--- src/rtl/fp32_mult_issue_if.sv ---
// Operand and result streams of the fp32 multiplier issue block.
//
// Handshake: a transfer happens on a rising clk edge where valid and ready
// are both 1. The source holds its payload steady while valid=1 and ready=0.
// in_ready never depends on in_valid. out_valid never depends on out_ready.
interface fp32_mult_issue_if;
  logic [31:0] in_a;
  logic [31:0] in_b;
  logic        in_valid;
  logic        in_ready;
  logic [31:0] out_data;
  logic        out_valid;
  logic        out_ready;

  modport master (
    output in_a, in_b, in_valid, out_ready,
    input  in_ready, out_data, out_valid
  );

  modport slave (
    input  in_a, in_b, in_valid, out_ready,
    output in_ready, out_data, out_valid
  );
endinterface

--- src/rtl/fp32_mult_issue.sv ---
// Issue/collect sequencer that sits in front of a fixed-latency, non-stallable
// fp32 multiplier. The multiplier carries no valid bit, so a valid shift
// register tracks in-flight operations. Products land in a first-word-fall-
// through FIFO. Admission is credit based: at most FIFO_DEPTH operations may
// be outstanding (in flight + queued). Because of this, a result always has a
// free slot when it emerges, even while downstream stalls.
module fp32_mult_issue #(
  parameter int  MUL_LAT    = 4,
  parameter int  FIFO_DEPTH = 8,
  localparam int CW         = $clog2(FIFO_DEPTH + 1)
) (
  input  logic             clk,
  input  logic             rstn,
  fp32_mult_issue_if.slave io,
  output logic [31:0]      mul_a,
  output logic [31:0]      mul_b,
  input  logic [31:0]      mul_result,
  output logic [CW-1:0]    pending_cnt,
  output logic             busy,
  output logic             err_ovf
);

  localparam int            AW      = $clog2(FIFO_DEPTH);
  localparam logic [CW-1:0] DEPTH_C = CW'(FIFO_DEPTH);

  logic               fire;
  logic               pop;
  logic               wr_en;
  logic               fifo_full;
  logic               do_wr;

  logic [MUL_LAT-1:0] vsr_q, vsr_d;
  logic [AW-1:0]      wr_ptr_q, wr_ptr_d;
  logic [AW-1:0]      rd_ptr_q, rd_ptr_d;
  logic [CW-1:0]      fifo_cnt_q, fifo_cnt_d;
  logic [CW-1:0]      pend_q, pend_d;
  logic               err_q, err_d;
  logic [31:0]        mem_q [FIFO_DEPTH];

  // Credit check only: in_ready looks at neither in_valid nor out_ready.
  assign io.in_ready = rstn & (pend_q < DEPTH_C);
  assign fire        = io.in_valid & io.in_ready;

  // Operands are zeroed when not issuing, so the multiplier sees quiet inputs.
  assign mul_a = fire ? io.in_a : 32'h0;
  assign mul_b = fire ? io.in_b : 32'h0;

  // FIFO head is presented combinationally (first-word fall-through).
  assign io.out_valid = (fifo_cnt_q != '0);
  assign io.out_data  = io.out_valid ? mem_q[rd_ptr_q] : 32'h0;
  assign pop          = io.out_valid & io.out_ready;

  // The oldest valid bit lines up with the product on mul_result.
  assign wr_en     = vsr_q[MUL_LAT-1];
  assign fifo_full = (fifo_cnt_q == DEPTH_C);
  assign do_wr     = wr_en & (~fifo_full | pop);

  assign pending_cnt = pend_q;
  assign busy        = (pend_q != '0);
  assign err_ovf     = err_q;

  // Next-state: valid shift, FIFO pointers/count, credit counter, sticky error.
  always_comb begin
    vsr_d[0] = fire;
    for (int i = 1; i < MUL_LAT; i++) begin
      vsr_d[i] = vsr_q[i-1];
    end

    wr_ptr_d = do_wr ? wr_ptr_q + AW'(1) : wr_ptr_q;
    rd_ptr_d = pop   ? rd_ptr_q + AW'(1) : rd_ptr_q;

    fifo_cnt_d = fifo_cnt_q;
    if (do_wr && !pop) begin
      fifo_cnt_d = fifo_cnt_q + CW'(1);
    end else if (!do_wr && pop) begin
      fifo_cnt_d = fifo_cnt_q - CW'(1);
    end

    pend_d = pend_q;
    if (fire && !pop) begin
      pend_d = pend_q + CW'(1);
    end else if (!fire && pop) begin
      pend_d = pend_q - CW'(1);
    end

    // A product arriving at a full FIFO with no pop would be lost; flag it.
    err_d = err_q | (wr_en & fifo_full & ~pop);
  end

  // Control state registers; reset discards everything in flight and queued.
  always_ff @(posedge clk) begin
    if (!rstn) begin
      vsr_q      <= '0;
      wr_ptr_q   <= '0;
      rd_ptr_q   <= '0;
      fifo_cnt_q <= '0;
      pend_q     <= '0;
      err_q      <= 1'b0;
    end else begin
      vsr_q      <= vsr_d;
      wr_ptr_q   <= wr_ptr_d;
      rd_ptr_q   <= rd_ptr_d;
      fifo_cnt_q <= fifo_cnt_d;
      pend_q     <= pend_d;
      err_q      <= err_d;
    end
  end

  // Result storage; contents are only meaningful where the count says so.
  always_ff @(posedge clk) begin
    if (do_wr) begin
      mem_q[wr_ptr_q] <= mul_result;
    end
  end

endmodule

--- src/flat_wrapper.sv ---
// flat-port wrapper written by rule: the top's interface ports become plain ports
module fp32_mult_issue_flat 
#(
  parameter int  MUL_LAT    = 4,
  parameter int  FIFO_DEPTH = 8,
  localparam int CW         = $clog2(FIFO_DEPTH + 1)
)
  (clk, rstn, mul_a, mul_b, mul_result, pending_cnt, busy, err_ovf, io_in_a, io_in_b, io_in_valid, io_out_ready, io_in_ready, io_out_data, io_out_valid);
  fp32_mult_issue_if io_i ();
  input  logic clk;
  input  logic rstn;
  output logic [31:0] mul_a;
  output logic [31:0] mul_b;
  input  logic [31:0] mul_result;
  output logic [CW-1:0] pending_cnt;
  output logic busy;
  output logic err_ovf;
  input wire logic [$bits(io_i.in_a)-1:0] io_in_a;
  input wire logic [$bits(io_i.in_b)-1:0] io_in_b;
  input wire logic [$bits(io_i.in_valid)-1:0] io_in_valid;
  input wire logic [$bits(io_i.out_ready)-1:0] io_out_ready;
  output wire logic [$bits(io_i.in_ready)-1:0] io_in_ready;
  output wire logic [$bits(io_i.out_data)-1:0] io_out_data;
  output wire logic [$bits(io_i.out_valid)-1:0] io_out_valid;
  assign io_i.in_a = io_in_a;
  assign io_i.in_b = io_in_b;
  assign io_i.in_valid = io_in_valid;
  assign io_i.out_ready = io_out_ready;
  assign io_in_ready = io_i.in_ready;
  assign io_out_data = io_i.out_data;
  assign io_out_valid = io_i.out_valid;
  fp32_mult_issue #(.MUL_LAT(MUL_LAT), .FIFO_DEPTH(FIFO_DEPTH)) u_core (.clk(clk), .rstn(rstn), .io(io_i), .mul_a(mul_a), .mul_b(mul_b), .mul_result(mul_result), .pending_cnt(pending_cnt), .busy(busy), .err_ovf(err_ovf));
endmodule
--- config.mk ---
export PLATFORM = sky130hd
export DESIGN_NAME = fp32_mult_issue_flat
export DESIGN_NICKNAME = d
export VERILOG_FILES = /design/src/rtl/fp32_mult_issue_if.sv /design/src/rtl/fp32_mult_issue.sv /design/src/flat_wrapper.sv
export SDC_FILE = /design/constraint.sdc
export NUM_CORES = 1
export LEC_CHECK = 0
export ABC_AREA = 0
export BUFFER_PORTS_ARGS = -buffer_cell sky130_fd_sc_hd__buf_4
export CAP_MARGIN = 30
export CORE_AREA = 10 10 179 181
export CTS_CLUSTER_DIAMETER = 150
export DETAILED_ROUTE_END_ITERATION = 6
export DIE_AREA = 0 0 189 191
export PLACE_DENSITY = 0.6
export SYNTH_ARGS = -nofsm -noshare
export SYNTH_HDL_FRONTEND = slang
export SYNTH_SLANG_ARGS = --single-unit
--- constraint.sdc ---
create_clock -name clk -period 3.7 [get_ports clk]
set_clock_uncertainty 0.05 [all_clocks]
set_input_delay 0.555 -clock clk [delete_from_list [all_inputs] [get_ports clk]]
set_output_delay 0.555 -clock clk [all_outputs]
set_load 0.05 [all_outputs]
# After elaboration in Yosys (flattened, before gate mapping)
# Memory sizes are Yosys's and may differ from the RTL's. A register that Yosys moved wholly into a read port is not among the register bits.
# Index checks and enable logic that the tools add are counted.
# Widths: inputs -> output; s select.
# op_classes
eq_ne,1
bitwise,10
reduce_logical,11
addsub,6
n_lt_le_gt_ge,1
mux,11
# op_table
cell,n
$mux 32,3
$mux 4,4
$add 4x1->4 const B,2
$reduce_bool 4->1,2
$sub 4x1->4 const B,2
$add 3x1->3 const B,2
$and 1x1->1,6
$mux 3,2
$eq 4x4->1 const B,1
$logic_and 1x1->1,4
$lt 4x4->1 const B,1
$reduce_bool 2->1,2
$logic_not 1->1,3
$mux 1,2
$not 1->1,2
$or 1x1->1,2
# totals
word_cells,47
out_inout_bits,104
ram_bits,256
ff_bits,19
mem_count,1
input_bits,100
# memory_table
memory,words,word_bits,read_ports,rd_clocked_by_memory_dff,write_ports,line,source
u_core.mem_q,8,32,1,1,1,fp32_mult_issue.sv:38,logic [31:0] mem_q [FIFO_DEPTH];

# Logic depth before layout (Yosys ltp)
# logic_depth
depth_word,8
mapped_depth,11
ltp_nobuf,11

# Worst setup path after synthesis
# OpenSTA, ideal clock, no wires.
# synth_timing
path_kind,input port to flip-flop
from,input port io_out_ready
to,"memory u_core.mem_q[0][0], enable pin"
arrival_ns,3.189
setup_ns,0.461
slack_ns,0.000
required_ns,3.189
path_stages,4
path_buffers,0
cell_sequence,nand2b_1 o21a_4 nand2b_1 nor3_1
# synth_between
elab_chain_len,5
# synth_rtl
item,line,source
from (decl),flat_wrapper.sv:21,input wire logic [$bits(io_i.out_ready)-1:0] io_out_ready;
$and 1x1->1,fp32_mult_issue.sv:51,assign pop = io.out_valid & io.out_ready;
$or 1x1->1,fp32_mult_issue.sv:56,assign do_wr = wr_en & (~fifo_full | pop);
$and 1x1->1,fp32_mult_issue.sv:56,
via u_core.do_wr,fp32_mult_issue.sv:30,logic do_wr;
$mux 1,fp32_mult_issue.sv:111,if (do_wr) begin
$mux 1 (implied by the code),fp32_mult_issue.sv:112,mem_q[wr_ptr_q] <= mul_result;
to (decl),fp32_mult_issue.sv:38,
# The timed path passes the listed nets, and every way through them passes these cells.

==> results.json <==
{
  "outcome": "finished clean",
  "p_seq_frac": 0.352,
  "timing.critical_path.mode_cell": "buf_4",
  "fin_hold_ws_ns": 0.202,
  "crit_path_max_fanout": 16,
  "fp.coreArea_sq_mm": 0.0285,
  "synth_top_area_share": 0.681,
  "drtPass1Iterations": 5,
  "clk_latency_ns": 0.53,
  "routedWlPerCell_um": 21.9,
  "io_buffers": 203,
  "synth_cell_types": 34,
  "grt_setup_unrepaired": "no",
  "synthCells": 597,
  "ir_worst_vdd_uv": 341,
  "p_comb_frac": 0.360,
  "seq_area_frac_synth": 0.720,
  "cp_num_buf_inv": 2,
  "synth_edf_count": 256,
  "synthArstFlopShare": 0,
  "switchingPower_uw": 3670,
  "wl_met2_um": 13400,
  "ioPinCount": 204,
  "yosys-top-cells-area": "edfxtp_1 68%, mux4_2 13%, dfxtp_1 3.9%",
  "grt_max_degree": 68,
  "grt_pass1_vias": 7000,
  "antenna_cells": 0,
  "ys.flop_type": "edfxtp_1",
  "maxSlewViolCount": 0,
  "highest_layer": "met4",
  "drive_above_1_share": 0.421,
  "vias_per_cell": 5.09,
  "chipHeight_um": 191,
  "crit_path_cell_trace": "buf_4 -> mux4_2 -> mux2i_1 -> nor2_1 -> buf_4",
  "arrival_ns": 2.46,
  "drt_iter0_drc": 330,
  "slowest_delay_ns": 0.56,
  "start_util": 0.396,
  "layout.filler_cells": 2353,
  "h-tree-depth": 1,
  "p_per_area_mw_per_mm2": 721,
  "max_cap_viol_count": 0,
  "rows": 62,
  "period_share": 0.828,
  "drc": 0,
  "cts_tree": "done",
  "hold_viol_final": 0,
  "synth.most_common_cell": "edfxtp_1",
  "synth_commonest_cells": "256 x edfxtp_1, 64 x and3_1, 64 x mux4_2, 41 x nor2_1, 36 x mux2i_1",
  "die_w_um": 189,
  "crit_path_end_kind": "primary output",
  "cts_resized": 0,
  "wl_met3_um": 2340,
  "syn_nets": 707,
  "grt_use_total": 0.146,
  "period_minus_slack_ns": 3.06,
  "intPower_uw": 6660,
  "wirelength_um": 26600,
  "report.final.setup_viol": 0,
  "syn-cell-area_sq_mm": 0.0113,
  "yosys_warnings": 0,
  "postCtsHoldBufs": 0,
  "antenna_found_initial": 0,
  "clockRootBuffer": "clkbuf_16",
  "worst_slew_pin_slew_ns": 0.616,
  "switching_share": 0.355,
  "p_leak_uw": 0.00519,
  "grt_overflow": 0,
  "synth-seq-cells": 278,
  "pwr-share-clk": 0.288,
  "wl_met1_um": 10500,
  "grt_pass1_wl_um": 40900,
  "place_congestion": 0.872,
  "drtAntennaViolNets": 0,
  "cts_num_sinks": 278,
  "place_hpwl_um": 18200,
  "syn_to_final_growth_pct": 27.0,
  "vias": 6196,
  "crit_family": "multiplexers",
  "critPathLaunchType": "register",
  "crit_type": "register to primary output",
  "relSlewSlack": 0.588,
  "cts.reportedPaths.clkPinSlew_ns": 0.06,
  "hold_path_class": "primary input to register",
  "crit_slowest_cell": "dfxtp_4",
  "setup_tns_ns": 0,
  "die-area_sq_mm": 0.0361,
  "fmax_ghz": 0.326,
  "cp_data_required_time_ns": 3.09,
  "yosysTopAreaCell": "edfxtp_1",
  "nets": 924,
  "numCtsBuffers": 28,
  "syn_area_per_cell_sq_um": 18.9,
  "post_cts_buffers": 0,
  "clockBufferDepth": 3
}
power by group through the flow:
stage	registers (uW)	clock network, uW	logic (uW)
2_1_floorplan	3670	0	2700
3_3_place_gp	3700	0	3730
3_5_place_dp	3710	0	3780
4_1_cts	3640	3040	3790
5_1_grt	3660	3180	3960
6_report	3640	2980	3710
state kept, by name (all words and copies together) (netlist names), named ones only:
register,cells
u_core.fifo_cnt_q,4
u_core.err_ovf,1
u_core.rd_ptr_q,3
u_core.pending_cnt,4
u_core.vsr_q,4
u_core.wr_ptr_q,3
u_core.mem_q,256
cell usage in the layout, fill, tap and decap left out, types with 4 or more instances in the layout:
| master | instances |
|---|---|
| ha_1 | 8 |
| buf_4 | 224 |
| edfxtp_1 | 256 |
| mux2i_1 | 36 |
| mux4_2 | 64 |
| nand2b_1 | 6 |
| and2_1 | 14 |
| clkbuf_16 | 29 |
| nor2_4 | 6 |
| xnor2_1 | 7 |
| bufinv_16 | 6 |
| nand2_1 | 6 |
| nor2b_1 | 4 |
| dfxtp_1 | 19 |
| and3_1 | 64 |
| clkinv_1 | 5 |
| nor2_1 | 35 |
routing by layer:
layer  track usage  vias to the layer above
met1         0.172                     3109
met2         0.257                      250
met3        0.0459                       33
li1              -                     2804
met5             0                        -
met4        0.0290                        0
final cells by class:
| type | instances | area (sq um) | share of cell area |
|---|---|---|---|
| Clock buffer | 32 | 737 | 0.0514 |
| Clock inverter | 18 | 250 | 0.0175 |
| Inverter | 3 | 13.8 | 0.000961 |
| Multi-Input combinational cell | 277 | 2990 | 0.208 |
| Sequential cell | 278 | 8140 | 0.568 |
| Tap cell | 384 | 480 | 0.0335 |
| Timing Repair Buffer | 226 | 1720 | 0.120 |
path summary, 6_finish.rpt:
check	start	slack, ns	to	cells after the start
worst max-delay path	register	0.64	io_out_data[15]	5
worst min-delay path	mul_result[6]	0.20	u_core.mem_q[1][6]	1
worst min register to register	u_core.vsr_q[0]	0.39	u_core.vsr_q[1]	1
worst max register to register	u_core.fifo_cnt_q[0]	1.06	u_core.pending_cnt[3]	11
cells by family after synthesis:
kind of cell | after synthesis | share of synthesized area
buf+inv | 42 | 0.0200
mux | 101 | 0.161
simple gates | 146 | 0.0725
flops | 278 | 0.720
compound gates | 13 | 0.00843
fa+ha+maj | 10 | 0.0124
xor+xnor | 7 | 0.00543
stage by stage:
step / setup slack [ns] / cell area [sq um] / utilization / power (uW) / cells
after global placement: 1.08 / 13300 / 0.468 / 7430 / 1168
after CTS: 0.541 / 14300 / 0.503 / 10500 / 1218
after floorplan: 0.000203 / 11300 / - / 6370 / 597
after global routing: 0.462 / 14300 / 0.503 / 10800 / 1218
final: 0.637 / 14300 / 0.503 / 10300 / 1218
after detailed placement: 1.05 / 13300 / 0.468 / 7490 / 1168
Note: power is estimated with default switching activity, not from simulation.
